--- src/rtl/mcu_pkg.sv ---
// Shared MCU definitions: datapath widths and the writeback source encoding.
package mcu_pkg;

   localparam int XLEN   = 32;
   localparam int NREGS  = 32;
   localparam int REG_AW = $clog2(NREGS);

   // Writeback source selector; used both for the current grant and for the
   // round-robin history between the LSU and the MDU.
   typedef enum logic [1:0] {
      WB_NONE = 2'd0,
      WB_ALU  = 2'd1,
      WB_LSU  = 2'd2,
      WB_MDU  = 2'd3
   } wb_src_e;

endpackage : mcu_pkg

--- src/rtl/mcu_wb_scoreboard.sv ---
// Pending-destination scoreboard for long-latency ops (loads, mul/div).
// A bit is set when an op issues and cleared when its result is written back.
// If both hit the same register in one cycle, the new issue wins.
module mcu_wb_scoreboard
   import mcu_pkg::*;
#(
   parameter int NR = NREGS,
   parameter int AW = $clog2(NR)
) (
   input  logic          clk,
   input  logic          rst,
   input  logic          set_en_i,
   input  logic [AW-1:0] set_rd_i,
   input  logic          clr_en_i,
   input  logic [AW-1:0] clr_rd_i,
   output logic [NR-1:0] pend_mask_o
);

   logic [NR-1:0] pend_q;
   logic [NR-1:0] pend_d;

   // Next-state mask: clear first, then set, so a same-cycle set overrides.
   always_comb begin
      // NOTE: start from the held value so every path assigns pend_d; no latch.
      pend_d = pend_q;
      if (clr_en_i && (clr_rd_i != '0)) begin
         pend_d[clr_rd_i] = 1'b0;
      end
      if (set_en_i && (set_rd_i != '0)) begin
         pend_d[set_rd_i] = 1'b1;
      end
      pend_d[0] = 1'b0;   // x0 is hardwired zero, never outstanding
   end

   // Mask register with synchronous reset.
   always_ff @(posedge clk) begin
      // NOTE: this is a small flop vector, not a RAM, so resetting it is cheap and required.
      if (rst) begin
         pend_q <= '0;
      end else begin
         pend_q <= pend_d;
      end
   end

   assign pend_mask_o = pend_q;

endmodule : mcu_wb_scoreboard

--- src/rtl/mcu_wb_arbiter.sv ---
// Writeback arbiter for the single register-file write port.
// ALU has absolute priority (it cannot stall); LSU and MDU share the
// remaining slots round-robin. A starvation counter raises stall_req so the
// pipeline can open a bubble for the blocked long-latency source.
module mcu_wb_arbiter
   import mcu_pkg::*;
#(
   parameter int XLEN_P       = XLEN,
   parameter int NREGS_P      = NREGS,
   parameter int STARVE_LIMIT = 8
) (
   input  logic                       clk,
   input  logic                       rst,
   input  logic                       alu_valid,
   input  logic [$clog2(NREGS_P)-1:0] alu_rd,
   input  logic [XLEN_P-1:0]          alu_data,
   input  logic                       lsu_valid,
   input  logic [$clog2(NREGS_P)-1:0] lsu_rd,
   input  logic [XLEN_P-1:0]          lsu_data,
   output logic                       lsu_ready,
   input  logic                       mdu_valid,
   input  logic [$clog2(NREGS_P)-1:0] mdu_rd,
   input  logic [XLEN_P-1:0]          mdu_data,
   output logic                       mdu_ready,
   input  logic                       iss_valid,
   input  logic [$clog2(NREGS_P)-1:0] iss_rd,
   output logic                       rf_we,
   output logic [$clog2(NREGS_P)-1:0] rf_waddr,
   output logic [XLEN_P-1:0]          rf_wdata,
   output logic [NREGS_P-1:0]         pend_mask,
   output logic                       stall_req
);

   localparam int AW = $clog2(NREGS_P);
   localparam logic [3:0] STARVE_MAX = 4'd15;
   localparam logic [3:0] LIMIT      = 4'(STARVE_LIMIT);

   wb_src_e           grant;
   wb_src_e           rr_last_q, rr_last_d;
   logic [AW-1:0]     gnt_rd;
   logic [XLEN_P-1:0] gnt_data;
   logic              lm_grant;

   logic              rf_we_q, rf_we_d;
   logic [AW-1:0]     rf_waddr_q, rf_waddr_d;
   logic [XLEN_P-1:0] rf_wdata_q, rf_wdata_d;
   logic [3:0]        starve_q, starve_d;
   logic              stall_q, stall_d;

   // Grant selection and the muxed write beat for this cycle.
   always_comb begin
      grant    = WB_NONE;
      gnt_rd   = '0;
      gnt_data = '0;
      if (alu_valid) begin
         grant = WB_ALU;
      end else if (lsu_valid && mdu_valid) begin
         grant = (rr_last_q == WB_LSU) ? WB_MDU : WB_LSU;
      end else if (lsu_valid) begin
         grant = WB_LSU;
      end else if (mdu_valid) begin
         grant = WB_MDU;
      end

      unique case (grant)
         WB_ALU:  begin gnt_rd = alu_rd; gnt_data = alu_data; end
         WB_LSU:  begin gnt_rd = lsu_rd; gnt_data = lsu_data; end
         WB_MDU:  begin gnt_rd = mdu_rd; gnt_data = mdu_data; end
         default: begin gnt_rd = '0;     gnt_data = '0;       end
      endcase
   end

   assign lsu_ready = (grant == WB_LSU);
   assign mdu_ready = (grant == WB_MDU);
   assign lm_grant  = lsu_ready || mdu_ready;

   // Next-state for round-robin history, output register and starvation logic.
   always_comb begin
      rr_last_d  = rr_last_q;
      rf_we_d    = 1'b0;
      rf_waddr_d = rf_waddr_q;
      rf_wdata_d = rf_wdata_q;
      starve_d   = starve_q;

      if (lm_grant) begin
         rr_last_d = grant;
      end

      if (grant != WB_NONE) begin
         rf_we_d    = (gnt_rd != '0);   // x0 beats are consumed but not written
         rf_waddr_d = gnt_rd;
         rf_wdata_d = gnt_data;
      end

      if (lm_grant) begin
         starve_d = '0;
      end else if (alu_valid && (lsu_valid || mdu_valid) && (starve_q != STARVE_MAX)) begin
         starve_d = starve_q + 4'd1;
      end

      // Registered from the next count so stall_req tracks the counter
      // register cycle for cycle and drops the cycle after a grant.
      stall_d = (starve_d >= LIMIT);
   end

   // State registers with synchronous reset; in-flight writes are dropped.
   always_ff @(posedge clk) begin
      // NOTE: non-blocking assignments so all registers update from pre-edge values.
      if (rst) begin
         rr_last_q  <= WB_MDU;
         rf_we_q    <= 1'b0;
         rf_waddr_q <= '0;
         rf_wdata_q <= '0;
         starve_q   <= '0;
         stall_q    <= 1'b0;
      end else begin
         rr_last_q  <= rr_last_d;
         rf_we_q    <= rf_we_d;
         rf_waddr_q <= rf_waddr_d;
         rf_wdata_q <= rf_wdata_d;
         starve_q   <= starve_d;
         stall_q    <= stall_d;
      end
   end

   mcu_wb_scoreboard #(
      .NR (NREGS_P),
      .AW (AW)
   ) u_scoreboard (
      .clk         (clk),
      .rst         (rst),
      .set_en_i    (iss_valid),
      .set_rd_i    (iss_rd),
      .clr_en_i    (lm_grant),
      .clr_rd_i    (gnt_rd),
      .pend_mask_o (pend_mask)
   );

   assign rf_we     = rf_we_q;
   assign rf_waddr  = rf_waddr_q;
   assign rf_wdata  = rf_wdata_q;
   assign stall_req = stall_q;

endmodule : mcu_wb_arbiter

--- config.mk ---
export PLATFORM = sky130hd
export DESIGN_NAME = mcu_wb_arbiter
export DESIGN_NICKNAME = d
export VERILOG_FILES = /design/src/rtl/mcu_pkg.sv /design/src/rtl/mcu_wb_scoreboard.sv /design/src/rtl/mcu_wb_arbiter.sv
export SDC_FILE = /design/constraint.sdc
export NUM_CORES = 1
export LEC_CHECK = 0
export CAP_MARGIN = 20
export CORE_MARGIN = 4
export CORE_UTILIZATION = 40
export DETAILED_ROUTE_END_ITERATION = 10
export PLACE_DENSITY_LB_ADDON = 0.08
export SLEW_MARGIN = 20
export SYNTH_ARGS = -nofsm -noshare
export SYNTH_HDL_FRONTEND = slang
export SYNTH_SLANG_ARGS = --single-unit
--- constraint.sdc ---
create_clock -name clk -period 2.1 [get_ports clk]
set_input_delay 0.42 -clock clk [delete_from_list [all_inputs] [get_ports clk]]
set_output_delay 0.42 -clock clk [all_outputs]
set_load 0.02 [all_outputs]
==> flow_metrics.py <==
metrics = {
    "routing": {
        "vias_per_cell": 5.35,
        "wl_um": 12700,
        "drc": 0,
        "vias": 4071,
        "wl_per_cell_um": 16.7,
        "drt-initial-drc-count": 229,
        "final_antenna_net_count": 0,
        "dr.pass1.iters": 5,
    },
    "final_layout": {
        "drive_gt1_frac": 0.113,
        "n_antenna_cell": 0,
        "fill_cells": 750,
        "final_util": 0.694,
        "fin_nets": 771,
        "area_delta_synth_final_pct": 67.5,
    },
    "clocking": {
        "hold_buffers": 0,
        "cts_root_buf": "clkbuf_8",
        "clock_path_buffers": 2,
        "tritoncts": "built",
        "clk_latency_ps": 350,
        "cts.htree.levels": 3,
        "clkTransAtPathRegs_ps": 80,
        "cts-buffers-inserted": 9,
        "cts_sinks": 75,
    },
    "yosys": {
        "ys_seq_elements": 75,
        "syn_area_per_cell_um2": 8.18,
        "synthFlopType": "dfxtp_1",
        "yosys.area_share.simple": 0.248,
        "synth_top_family_by_area": "compound AO/OA/AOI/OAI gates",
        "ys_warn_count": 0,
        "synthDistinctLibCells": 43,
        "synth_edf_count": 0,
        "synthAdderAreaFrac": 0.00343,
        "synthesis.area_um2": 3650,
        "synth_compound_area_frac": 0.275,
        "synthXorXnorAreaFrac": 0.00480,
        "ys_async_sr_fraction": 0,
        "synth_nets": 569,
        "yosysSeqAreaShare": 0.411,
        "synthMuxAreaShare": 0.00274,
        "synth_cells": 446,
    },
    "timing": {
        "finalMaxSlewViolations": 0,
        "finalCriticalPeriod_ps": 2060,
        "rsz0062_at_grt": "false",
        "fin_ws_ps": 36.3,
        "worst_pin_slew_ps": 628,
        "period_share": 0.983,
        "max_freq_mhz": 485,
        "setup_viol": 0,
        "clock_skew_ps": 20.3,
        "slew_headroom": 0.581,
        "finalHoldViolCount": 0,
    },
    "pwr": {
        "irDropWorstVdd_mv": 0.439,
        "cellPowerDensity_nw_per_um2": 610,
        "p_leak_nw": 2.20,
    },
    "global_route": {
        "grt_max_degree": 65,
        "grt_antenna_before_repair": 0,
        "track_usage": 0.228,
        "grt_pass1_wl_um": 20400,
        "globalRouteOverflowTotal": 0,
        "first_global_vias": 4059,
    },
    "place": {
        "place_hpwl_um": 9540,
        "numPortBuffers": 193,
        "place_congestion": 0.872,
        "place_ws_ps": -399,
    },
    "die": {
        "fp.dieH_um": 104,
        "die_w_um": 104,
        "dieArea_um2": 10700,
        "initial_utilization": 0.414,
        "rows": 34,
        "coreArea_um2": 8810,
        "num_io_pins": 195,
    },
    "critical_path": {
        "r2r_slack_ps": 190,
        "cp-endpoint": "mdu_ready",
        "crit_required_ps": 1680,
        "crit_fanout": 33,
        "endpoint_kind": "primary output",
        "path_class": "in2out",
        "r2r_start": "rr_last_q[0]$_SDFFE_PP1N_",
        "r2r_cells": 7,
        "crit_path_start": "mdu_valid",
        "arrival_ps": 1640,
        "start_kind": "primary input",
        "r2r_end": "u_scoreboard.pend_mask_o[26]$_SDFF_PP0_",
    },
    "worst_hold_path": {
        "hold_class": "reg2reg",
    },
    "job": {
        "maxCapViolCount": 0,
    },
    "status": {
        "status": "finished, final reports clean",
    },
}
## routing by layer
| layer | global-route usage | part of all wire | wire (um) |
|---|---|---|---|
| met4 | 0.0684 | 0.016 | 209 |
| met3 | 0.0641 | 0.074 | 943 |
| met1 | 0.281 | 0.42 | 5340 |
| met5 | 0 | 0 | 0 |
| met2 | 0.389 | 0.49 | 6210 |
## critical path, stage by stage
cell and delay [ps]:
clkdlybuf4s50_1 540, nand2b_1 120, a21oi_4 170, buf_12 210, buf_4 170
## flip-flops by register name (all words and copies together) (netlist names)
name,count
rf_wdata,32
u_scoreboard.pend_mask_o,31
rf_waddr,5
starve_q,4
rr_last_q,2
rf_we,1
## what timing repair did
item / CTS / global route
setup buffers: 1 / 0
pin swaps: 0 / 1
gates resized for setup: 9 / 0
endpoints found under the setup margin: 3 / 2
hold endpoints to repair: 0 / 0
## cell families after synthesis
logic type,Yosys count
AO/OA/AOI/OAI,120
other,1
buffers and inverters,41
adder cells (fa/ha/maj),1
AND/OR/NAND/NOR,205
multiplexers,1
XOR/XNOR,2
flip-flops,75
## through the flow
step | power, mW | hold WS [ps] | instances | TNS (ps) | instance area (um^2)
global route | 3.89 | 503 | 761 | 0 | 6110
CTS | 3.74 | 462 | 761 | 0 | 6110
finish | 3.73 | 458 | 761 | 0 | 6110
global placement | 2.47 | 448 | 744 | -14620 | 5870
detailed placement | 2.48 | 451 | 744 | -18320 | 5870
floorplan | 1.96 | 450 | 446 | 0 | 3650
## cell type report
| cell class | count | area [um^2] | share of cell area |
|---|---|---|---|
| Timing Repair Buffer | 229 | 2290 | 0.374 |
| Multi-Input combinational cell | 330 | 1960 | 0.320 |
| Tap cell | 108 | 135 | 0.0221 |
| Inverter | 3 | 11.3 | 0.00184 |
| Sequential cell | 75 | 1500 | 0.246 |
| Clock buffer | 9 | 124 | 0.0203 |
| Clock inverter | 7 | 98.8 | 0.0162 |
## layout by cell type (no fill, tap or decap), types with 2 or more instances in the layout
master           synthesis  layout
a311oi_1                33      33
nand2_1                 39      39
a221o_2                  2       3
nand2b_1                 5       5
nor2_1                 104     104
clkbuf_8                 0       9
nor3b_2                  2       2
dfxtp_1                 75      75
a22oi_1                 32      32
a21oi_1                  6       6
nand4_1                  2       2
a211oi_1                32      32
and2_1                   3       3
nor2b_1                  3       3
inv_6                    0       2
nor3_1                  34      34
or2_2                    2       2
buf_4                    3      29
nand3_1                  4       4
bufinv_16                0       2
nor3_2                   4       4
buf_12                   0       7
o21ai_0                  2       2
clkdlybuf4s50_1          0     189
inv_1                    2       2
a221oi_2                 2       2
## power breakdown
group | switching (mW) | internal, mW | total [mW]
combinational | 0.427 | 0.502 | 0.929
sequential | 0.0358 | 1.49 | 1.53
clock | 0.594 | 0.678 | 1.27
## cell usage after synthesis, types with 3 or more instances
cell | n | share of area
a21oi_1 | 6 | 0.0082
nand3_1 | 4 | 0.0055
and2_1 | 3 | 0.0051
nor2b_1 | 3 | 0.0051
nand2_1 | 39 | 0.040
a311oi_1 | 33 | 0.079
a211oi_1 | 32 | 0.066
nor3_2 | 4 | 0.011
nand2b_1 | 5 | 0.0086
nor2_1 | 104 | 0.11
nor3_1 | 34 | 0.047
a22oi_1 | 32 | 0.066
buf_2 | 11 | 0.015
dfxtp_1 | 75 | 0.41
clkbuf_1 | 21 | 0.022
buf_4 | 3 | 0.0062
## how the worst min path moves through the flow
stage / end / cells after the start / slack, ps / start
floorplan: rr_last_q[0]$_SDFFE_PP1N_ / 1 / 450 / rr_last_q[0]$_SDFFE_PP1N_
global placement: rf_waddr[0]$_SDFFE_PP0N_ / 2 / 450 / rf_waddr[0]$_SDFFE_PP0N_
detailed placement: rf_waddr[0]$_SDFFE_PP0N_ / 2 / 450 / rf_waddr[0]$_SDFFE_PP0N_
CTS: rf_waddr[0]$_SDFFE_PP0N_ / 2 / 460 / rf_waddr[0]$_SDFFE_PP0N_
global route: rf_waddr[1]$_SDFFE_PP0N_ / 2 / 500 / rf_waddr[1]$_SDFFE_PP0N_
finish: rf_waddr[0]$_SDFFE_PP0N_ / 2 / 460 / rf_waddr[0]$_SDFFE_PP0N_
Note: power is estimated with default switching activity, not from simulation.
